$ cat src/rtl/logic_op_sched_if.sv
// Request/response bundle for logic_op_sched. It carries N_REQ packed request lanes,
// one response channel and the busy flag.
interface logic_op_sched_if #(
  parameter int N_REQ = 4,
  parameter int DW    = 8
);
  localparam int IW = $clog2(N_REQ);

  logic [N_REQ-1:0]    req_valid;
  logic [N_REQ-1:0]    req_ready;
  logic [N_REQ*DW-1:0] req_a;
  logic [N_REQ*DW-1:0] req_b;
  logic [N_REQ*3-1:0]  req_op;
  logic                rsp_valid;
  logic                rsp_ready;
  logic [DW-1:0]       rsp_data;
  logic [IW-1:0]       rsp_id;
  logic                rsp_err;
  logic                busy;

  modport master (
    output req_valid, req_a, req_b, req_op, rsp_ready,
    input  req_ready, rsp_valid, rsp_data, rsp_id, rsp_err, busy
  );

  modport slave (
    input  req_valid, req_a, req_b, req_op, rsp_ready,
    output req_ready, rsp_valid, rsp_data, rsp_id, rsp_err, busy
  );
endinterface

$ cat src/rtl/logic_op_sched.sv
// Round-robin scheduler feeding a two-stage bitwise-logic pipeline.
// S1 holds the granted operands and S2 holds the registered result.
module logic_op_sched #(
  parameter int N_REQ = 4,
  parameter int DW    = 8
) (
  input  logic             clk,
  input  logic             rst_n,
  logic_op_sched_if.slave  bus
);
  localparam int IW = $clog2(N_REQ);
  localparam int CW = IW + 1;

  typedef enum logic [2:0] {
    OP_AND  = 3'd0,
    OP_NAND = 3'd1,
    OP_OR   = 3'd2,
    OP_NOR  = 3'd3,
    OP_XOR  = 3'd4,
    OP_XNOR = 3'd5
  } op_e;

  typedef struct packed {
    logic [IW-1:0] id;
    logic [DW-1:0] a;
    logic [DW-1:0] b;
    logic [2:0]    op;
  } s1_t;

  typedef struct packed {
    logic [IW-1:0] id;
    logic          err;
    logic [DW-1:0] data;
  } rsp_t;

  function automatic rsp_t eval_op(input s1_t s);
    rsp_t r;
    r.id   = s.id;
    r.err  = 1'b0;
    r.data = '0;
    case (op_e'(s.op))
      OP_AND:  r.data = s.a & s.b;
      OP_NAND: r.data = ~(s.a & s.b);
      OP_OR:   r.data = s.a | s.b;
      OP_NOR:  r.data = ~(s.a | s.b);
      OP_XOR:  r.data = s.a ^ s.b;
      OP_XNOR: r.data = ~(s.a ^ s.b);
      default: r.err  = 1'b1;
    endcase
    return r;
  endfunction

  logic          s1_valid_q, s1_valid_d;
  s1_t           s1_q, s1_d;
  logic          rsp_valid_q, rsp_valid_d;
  rsp_t          rsp_q, rsp_d;
  logic [IW-1:0] rr_ptr_q, rr_ptr_d;

  logic             adv1, adv2;
  logic             gnt_found;
  logic [IW-1:0]    gnt_idx;
  logic [CW-1:0]    cand;
  logic [N_REQ-1:0] grant;

  assign adv2 = !rsp_valid_q || bus.rsp_ready;
  assign adv1 = !s1_valid_q || adv2;

  // The search starts at rr_ptr and wraps. The grant is held off during reset, so req_ready is 0 then.
  // NOTE: every always_comb target gets a default before any branch, so no latch is inferred.
  always_comb begin
    gnt_found = 1'b0;
    gnt_idx   = '0;
    cand      = '0;
    for (int k = 0; k < N_REQ; k++) begin
      cand = {1'b0, rr_ptr_q} + CW'(k);
      if (cand >= CW'(N_REQ)) cand = cand - CW'(N_REQ);
      if (!gnt_found && adv1 && rst_n && bus.req_valid[cand[IW-1:0]]) begin
        gnt_found = 1'b1;
        gnt_idx   = cand[IW-1:0];
      end
    end
    grant = '0;
    if (gnt_found) grant[gnt_idx] = 1'b1;
  end

  always_comb begin
    rr_ptr_d = rr_ptr_q;
    if (gnt_found) rr_ptr_d = (gnt_idx == IW'(N_REQ - 1)) ? '0 : gnt_idx + 1'b1;
  end

  always_comb begin
    s1_valid_d = s1_valid_q;
    s1_d       = s1_q;
    if (adv1) begin
      s1_valid_d = gnt_found;
      if (gnt_found) begin
        s1_d.id = gnt_idx;
        s1_d.a  = bus.req_a[int'(gnt_idx)*DW +: DW];
        s1_d.b  = bus.req_b[int'(gnt_idx)*DW +: DW];
        s1_d.op = bus.req_op[int'(gnt_idx)*3 +: 3];
      end
    end
  end

  // The result is only reloaded behind a valid S1 entry. An empty S2 keeps its last payload.
  always_comb begin
    rsp_valid_d = rsp_valid_q;
    rsp_d       = rsp_q;
    if (adv2) begin
      rsp_valid_d = s1_valid_q;
      if (s1_valid_q) rsp_d = eval_op(s1_q);
    end
  end

  // NOTE: state registers use non-blocking assignments so every flop samples pre-edge values.
  always_ff @(posedge clk or negedge rst_n) begin
    if (!rst_n) begin
      s1_valid_q  <= 1'b0;
      s1_q        <= '0;
      rsp_valid_q <= 1'b0;
      rsp_q       <= '0;
      rr_ptr_q    <= '0;
    end else begin
      s1_valid_q  <= s1_valid_d;
      s1_q        <= s1_d;
      rsp_valid_q <= rsp_valid_d;
      rsp_q       <= rsp_d;
      rr_ptr_q    <= rr_ptr_d;
    end
  end

  assign bus.req_ready = grant;
  assign bus.rsp_valid = rsp_valid_q;
  assign bus.rsp_data  = rsp_q.data;
  assign bus.rsp_id    = rsp_q.id;
  assign bus.rsp_err   = rsp_q.err;
  assign bus.busy      = s1_valid_q | rsp_valid_q;
endmodule

$ cat src/flat_wrapper.sv
// flat-port wrapper written by rule: the top's interface ports become plain ports
module logic_op_sched_flat 
#(
  parameter int N_REQ = 4,
  parameter int DW    = 8
)
  (clk, rst_n, bus_req_valid, bus_req_a, bus_req_b, bus_req_op, bus_rsp_ready, bus_req_ready, bus_rsp_valid, bus_rsp_data, bus_rsp_id, bus_rsp_err, bus_busy);
  logic_op_sched_if #(.N_REQ(N_REQ), .DW(DW)) bus_i ();
  input  logic clk;
  input  logic rst_n;
  input wire logic [$bits(bus_i.req_valid)-1:0] bus_req_valid;
  input wire logic [$bits(bus_i.req_a)-1:0] bus_req_a;
  input wire logic [$bits(bus_i.req_b)-1:0] bus_req_b;
  input wire logic [$bits(bus_i.req_op)-1:0] bus_req_op;
  input wire logic [$bits(bus_i.rsp_ready)-1:0] bus_rsp_ready;
  output wire logic [$bits(bus_i.req_ready)-1:0] bus_req_ready;
  output wire logic [$bits(bus_i.rsp_valid)-1:0] bus_rsp_valid;
  output wire logic [$bits(bus_i.rsp_data)-1:0] bus_rsp_data;
  output wire logic [$bits(bus_i.rsp_id)-1:0] bus_rsp_id;
  output wire logic [$bits(bus_i.rsp_err)-1:0] bus_rsp_err;
  output wire logic [$bits(bus_i.busy)-1:0] bus_busy;
  assign bus_i.req_valid = bus_req_valid;
  assign bus_i.req_a = bus_req_a;
  assign bus_i.req_b = bus_req_b;
  assign bus_i.req_op = bus_req_op;
  assign bus_i.rsp_ready = bus_rsp_ready;
  assign bus_req_ready = bus_i.req_ready;
  assign bus_rsp_valid = bus_i.rsp_valid;
  assign bus_rsp_data = bus_i.rsp_data;
  assign bus_rsp_id = bus_i.rsp_id;
  assign bus_rsp_err = bus_i.rsp_err;
  assign bus_busy = bus_i.busy;
  logic_op_sched #(.N_REQ(N_REQ), .DW(DW)) u_core (.clk(clk), .rst_n(rst_n), .bus(bus_i));
endmodule
$ cat config.mk
export PLATFORM = sky130hd
export DESIGN_NAME = logic_op_sched_flat
export DESIGN_NICKNAME = d
export VERILOG_FILES = /design/src/rtl/logic_op_sched_if.sv /design/src/rtl/logic_op_sched.sv /design/src/flat_wrapper.sv
export SDC_FILE = /design/constraint.sdc
export NUM_CORES = 1
export LEC_CHECK = 0
export ABC_AREA = 1
export CORE_MARGIN = 5
export CORE_UTILIZATION = 49
export CTS_BUF_LIST = sky130_fd_sc_hd__clkbuf_8 sky130_fd_sc_hd__clkbuf_16
export CTS_CLUSTER_SIZE = 40
export DETAILED_ROUTE_END_ITERATION = 10
export PLACE_DENSITY = 0.82
export SYNTH_ARGS = -nofsm -noshare
export SYNTH_HDL_FRONTEND = slang
export SYNTH_SLANG_ARGS = --single-unit
$ cat constraint.sdc
create_clock -name clk -period 2.9 [get_ports clk]
set_input_delay 0.58 -clock clk [delete_from_list [all_inputs] [get_ports clk]]
set_output_delay 0.58 -clock clk [all_outputs]
set_load 0.02 [all_outputs]
# After elaboration in Yosys (flattened, before gate mapping)
# Cells that the tools add are included.
# classes
addsub	8
shifts	3
reduce_logical	23
mux	26
multipliers	1
n_eq_ne	6
n_bitwise	7
n_lt_le_gt_ge	10
# ops
operator	count
$shiftx A32 B6 Y8	2
$pmux W8 S6	1
$shiftx A12 B32 Y3	1
$not A8 Y8	3
$mux W2	9
$lt A2 B3 Y1 const B	5
$logic_and A1 B1 Y1	12
$mux W1	10
$ge A3 B3 Y1 const B	3
$and A8 B8 Y8	1
$bmux W1 S2	4
$or A8 B8 Y8	1
$sub A2 B1 Y2 const B	4
$xor A8 B8 Y8	1
$add A2 B2 Y3 const B	2
$eq A3 B2 Y1 const B	2
$eq A3 B3 Y1 const B	2
$reduce_or A6 Y1	1
$logic_not A1 Y1	5
$mul A2 B2 Y4 const B	1
$mux W4	1
$reduce_and A2 Y1	2
$add A2 B1 Y3 const B	1
$eq A3 B1 Y1 const B	1
other kinds (8)	9
# totals
word_cells	94
ff_bits	36

# Longest topological paths before layout
# Gate-level depths: netlist of run 1.
# logic_depth
depth_word	26
mapped_depth	18

# Worst setup path after synthesis of run 1
# No wires, ideal clock.
# synth_path
kind	input -> output
from	input port bus_rsp_ready
to	output port bus_req_ready[0]
slack_ns	0.287
path_buffers	0
stages	12
t_arrival_ns	2.033
cell_sequence	inv_1 nand3_1 nand2_1 inv_1 o21ai_0 nor2_2 nand3_2 nand3_1 inv_2 nor2_1 inv_1 nor2_1
# synth_between
elab_chain_cells	25
word_cells_on_any_way	30
# synth_rtl
element	line	text
start, declared	flat_wrapper.sv:15	input wire logic [$bits(bus_i.rsp_ready)-1:0] bus_rsp_ready;
$logic_or A1 B1 Y1 *	logic_op_sched.sv:65	assign adv2 = !rsp_valid_q || bus.rsp_ready;
$logic_or A1 B1 Y1 *	logic_op_sched.sv:66	assign adv1 = !s1_valid_q || adv2;
$logic_and A1 B1 Y1 (2 in series)	logic_op_sched.sv:77	if (!gnt_found && adv1 && rst_n && bus.req_valid[cand[IW-1:0]]) begin
$mux W1	logic_op_sched.sv:77	
$logic_not A1 Y1	logic_op_sched.sv:77	
$logic_and A1 B1 Y1 (3 in series)	logic_op_sched.sv:77	
$mux W1	logic_op_sched.sv:77	
$logic_not A1 Y1	logic_op_sched.sv:77	
[... 4 more ...]	-	
$logic_not A1 Y1	logic_op_sched.sv:77	
$logic_and A1 B1 Y1 (3 in series)	logic_op_sched.sv:77	
$mux W2	logic_op_sched.sv:77	
$lt A2 B3 Y1 (implied by the code) or $ge A2 B1 Y1 (tied branches)	logic_op_sched.sv:83	if (gnt_found) grant[gnt_idx] = 1'b1;
$logic_and A1 B1 Y1 (implied by the code)	logic_op_sched.sv:83	
$mux W1 (implied by the code)	logic_op_sched.sv:83	
$demux W1 S2	-	
$mux W4 *	logic_op_sched.sv:83	
end, declared	flat_wrapper.sv:16	output wire logic [$bits(bus_i.req_ready)-1:0] bus_req_ready;
# Mark *: on every way between the ends. The rest lies on a longest branch, timed or not.

# Worst setup path in the final report of run 1
# layout_path
from	register u_core.rr_ptr_q[1]
to	output port bus_req_ready[3]
# layout_between
elab_chain_cells	26
word_cells_on_any_way	50
# layout_rtl
element	line	text
start, declared	logic_op_sched.sv:57	logic [IW-1:0] rr_ptr_q, rr_ptr_d;
start signal, assigned	logic_op_sched.sv:128	rr_ptr_q <= rr_ptr_d;
$ge A2 B3 Y1 or $sub A2 B1 Y2 (tied branches)	logic_op_sched.sv:76	if (cand >= CW'(N_REQ)) cand = cand - CW'(N_REQ);
$mux W2	logic_op_sched.sv:76	
$bmux W1 S2	logic_op_sched.sv:77	
$mux W1 (implied by the code)	logic_op_sched.sv:77	
$logic_and A1 B1 Y1	logic_op_sched.sv:77	
$mux W1	logic_op_sched.sv:77	
$logic_not A1 Y1	logic_op_sched.sv:77	
$logic_and A1 B1 Y1 (3 in series)	logic_op_sched.sv:77	
[... 6 more ...]	-	
$logic_not A1 Y1	logic_op_sched.sv:77	
$logic_and A1 B1 Y1 (3 in series)	logic_op_sched.sv:77	
$mux W2	logic_op_sched.sv:77	
$lt A2 B3 Y1 (implied by the code) or $ge A2 B1 Y1 (tied branches)	logic_op_sched.sv:83	
$logic_and A1 B1 Y1 (implied by the code)	logic_op_sched.sv:83	
$mux W1 (implied by the code)	logic_op_sched.sv:83	
$demux W1 S2	-	
$mux W4 *	logic_op_sched.sv:83	
# Mark *: on every way between the ends. The rest lies on a longest branch, timed or not. The select of a mux whose other input is x is not followed.

==> flow_metrics.env, run 1 <==
export IMPL_placementRows=30
export IMPL_wirelength_mm=9.600
export IMPL_hold_buffers=0
export IMPL_synthSimpleGateAreaFrac_pct=42.73
export IMPL_ant_nets=0
export IMPL_drtPass1Iterations=4
export IMPL_vias=3755
export IMPL_dp_slack_ns=-0.5563
export IMPL_start_util_pct=50.55
export IMPL_yosysWarnings=0
export IMPL_synth_top_family_by_area="simple AND/OR/NAND/NOR gates"
export IMPL_grtUsageTotal_pct=22.68
export IMPL_fmax_mhz=363.6
export IMPL_hold_violations=0
export IMPL_wl_per_cell_microns=12.78
export IMPL_design_core_area_sq_um=6794
export IMPL_required_ns=2.32
export IMPL_antenna_found_initial=0
export IMPL_yosysTopAreaCellShare_pct=26.23
export IMPL_fin_cells=751
export IMPL_fin_setup_tns_ns=0
export IMPL_synth_seq_cells=36
export IMPL_maxCapViolCount=0
export IMPL_dp_cells=737
export IMPL_synth_avg_cell_area_sq_um=6.360
export IMPL_crit_path_start_kind="register"
export IMPL_fp_dieArea_sq_um=8783
export IMPL_critPathKind="reg2out"
export IMPL_via_per_inst=5.000
export IMPL_period_share_pct=94.85
export IMPL_synth_edff_count=0
export IMPL_synthMuxAreaShare_pct=0
export IMPL_yosysSeqAreaShare_pct=26.23
export IMPL_dp_hpwl_mm=7.493
export IMPL_synth_xor_area_share_pct=0
export IMPL_slew_headroom_pct=43.19
export IMPL_placed_area_sq_um=4562
export IMPL_initialDrtViolationCount=220
export IMPL_synth_area_leaders="dfrtp_1 (26%), nand2_1 (18%), nand3_1 (14%)"
export IMPL_route_detailed_drc=0
export IMPL_yosys_cell_count_top_type="nand2_1"
export IMPL_synthAdderAreaFrac_pct=6.193
export IMPL_cp_max_fo=6
export IMPL_grt_pass1_vias=3651
export IMPL_synth_main_ff_cell="dfrtp_1"
export IMPL_skew_ns=0.01050
export IMPL_cts_buffer_depth=2
export IMPL_die_y_microns=93.72
export IMPL_cts_root_buffer="clkbuf_8"
export IMPL_hp_class="in2async"
export IMPL_areaGrowthSynthToFinish_pct=38.76
export IMPL_port_buffer_count=99
export IMPL_grt_max_degree=40
export IMPL_p_leak_nw=2.649
export IMPL_ios=100
export IMPL_ys_types=30
export IMPL_worstSkewPairLatency_ns=0.29
export IMPL_cts_sinks=36
export IMPL_status="completed"
export IMPL_synth_top_cell_by_area="dfrtp_1"
export IMPL_slew_violations=0
export IMPL_worst_slew_pin_transition_ns=0.8457
export IMPL_netlist_instances=540
export IMPL_diodes=0
export IMPL_synth_compound_area_share_pct=7.250
export IMPL_period_needed_ns=2.751
export IMPL_crit_arrival_ns=2.17
export IMPL_async_flop_share_pct=100.0
export IMPL_gp_congestion=0.9689
export IMPL_gr_total_overflow=0
export IMPL_stdcell_area_sq_um=4766
export IMPL_critPathCaptureType="primary output"
export IMPL_rsz0062_at_grt="false"
export IMPL_grt_pass1_wl_mm=16.25
export IMPL_path_clk_slew_ns=0.08
export IMPL_numCtsBuffers=5
export IMPL_synth_commonest_cells="nand2_1 (166), inv_1 (111), nand3_1 (97)"
export IMPL_cts_tree="done"
export IMPL_finalPower_mw=5.601
export IMPL_syn_area_sq_um=3435
export IMPL_powerDensity_nw_per_um2=1175
export IMPL_setup_ws_ns=0.1494
export IMPL_syn_nets=640
export IMPL_drive_gt1_share_pct=14.50
export IMPL_setup_viol=0
export IMPL_fp_dieW_microns=93.72
export IMPL_ir_worst_vdd_uv=616.1
export IMPL_fin_nets=754
export IMPL_htreeDepth=2
-- metal layers --
metal | vias up | routed length, microns | GRT usage, %
li1 | 1905 | - | -
met4 | 0 | 201 | 7.581
met3 | 17 | 452 | 2.965
met2 | 99 | 4905 | 40.04
met1 | 1734 | 4040 | 28.34
met5 | - | 0 | 0
-- through the flow --
stage / hold slack, ns / utilization, %
finish: 0.3795 / 70.15
global route: 0.4364 / 70.15
CTS: 0.3627 / 68.71
detailed placement: 0.4642 / 67.15
global placement: 0.4613 / 67.15
floorplan: 0.2844 / -
-- cells by family (layout without fill, tap and decap cells) --
kind of cell,count (synthesis),in the layout
AOI/OAI and AO/OA,43,43
buffers and inverters,138,253
and+or+nand+nor,306,306
DFF,36,36
adders and majority gates,17,17
-- cells in the final DEF, fill, tap and decap left out, drive strengths merged --
cell,count
nor2,8
nor3,3
dlymetal6s2s,1
a21oi,2
clkinv,1
o21ai,32
clkdlybuf4s50,89
bufinv,1
clkbuf,5
or2,1
nand3,110
nand2,182
inv,114
buf,37
dlygate4sd2,4
o31ai,1
nand4,2
ha,17
dfrtp,36
o211ai,8
clkinvlp,1
-- final timing paths --
| check | start | end | slack [ns] | cells after the start |
|---|---|---|---|---|
| worst max-delay path | u_core.rr_ptr_q[1]$_DFFE_PN0P_ | bus_req_ready[3] | 0.15 | 15 |
| worst min-delay path | rst_n | u_core.s1_q[10]$_DFFE_PN0P_ | 0.38 | 2 |
| worst max register to register | u_core.rr_ptr_q[0]$_DFFE_PN0P_ | u_core.s1_q[4]$_DFFE_PN0P_ | 0.28 | 16 |
| worst min register to register | u_core.bus.rsp_data[3]$_DFFE_PN0P_ | u_core.bus.rsp_data[3]$_DFFE_PN0P_ | 0.48 | 2 |
| max in group asynchronous | rst_n | u_core.rr_ptr_q[0]$_DFFE_PN0P_ | 2.18 | 2 |
| min in group clk | u_core.bus.rsp_data[3]$_DFFE_PN0P_ | u_core.bus.rsp_data[3]$_DFFE_PN0P_ | 0.48 | 2 |
-- critical path, cell delays in order, from the launching register on --
cell and delay, ns:
dfrtp_1 0.42, inv_1 0.21, nand2_1 0.08, nand2_1 0.12, nand2_2 0.09, nand2_4 0.10
nor2_4 0.05, nand2_4 0.08, buf_4 0.12, nand3_4 0.07, nand2_4 0.09, inv_4 0.04
ha_1 0.18, nand2_1 0.06, inv_1 0.04, buf_6 0.12
-- registers in the layout, summed over array words and instances, names as in the netlist --
| signal | cells |
|---|---|
| u_core.bus.rsp_id | 2 |
| u_core.s1_valid_q | 1 |
| u_core.bus.rsp_valid | 1 |
| u_core.bus.rsp_data | 8 |
| u_core.rr_ptr_q | 2 |
| u_core.bus.rsp_err | 1 |
| u_core.s1_q | 21 |
-- area by class of cell --
cell class / instances / area, sq um
Timing Repair Buffer: 131 / 1220
Tap cell: 96 / 120.1
Fill cell: 576 / 2028
Sequential cell: 36 / 902.1
Clock buffer: 5 / 68.82
Inverter: 114 / 432.9
Multi-Input combinational cell: 366 / 1979
Clock inverter: 3 / 42.54
-- where the power goes --
group          internal, mW  switching [mW]  total (mW)
sequential            0.782           0.208       0.990
combinational          1.62            2.55        4.17
clock                 0.254           0.186       0.441
total                  2.66            2.94        5.60
-- timing repair --
action	in CTS	in global routing
setup buffers	0	6
setup endpoints to repair	4	4
pin swaps	3	7
cloned	0	0
resized for setup	26	18
Power figures use the tool's default switching activity.
==> inputs of run 2 (changes only) <==
Settings changed: CTS_CLUSTER_SIZE 40 to 12.
==> results of run 2 <==
Same layout as run 1: the final DEF is identical, and so are final timing and power.
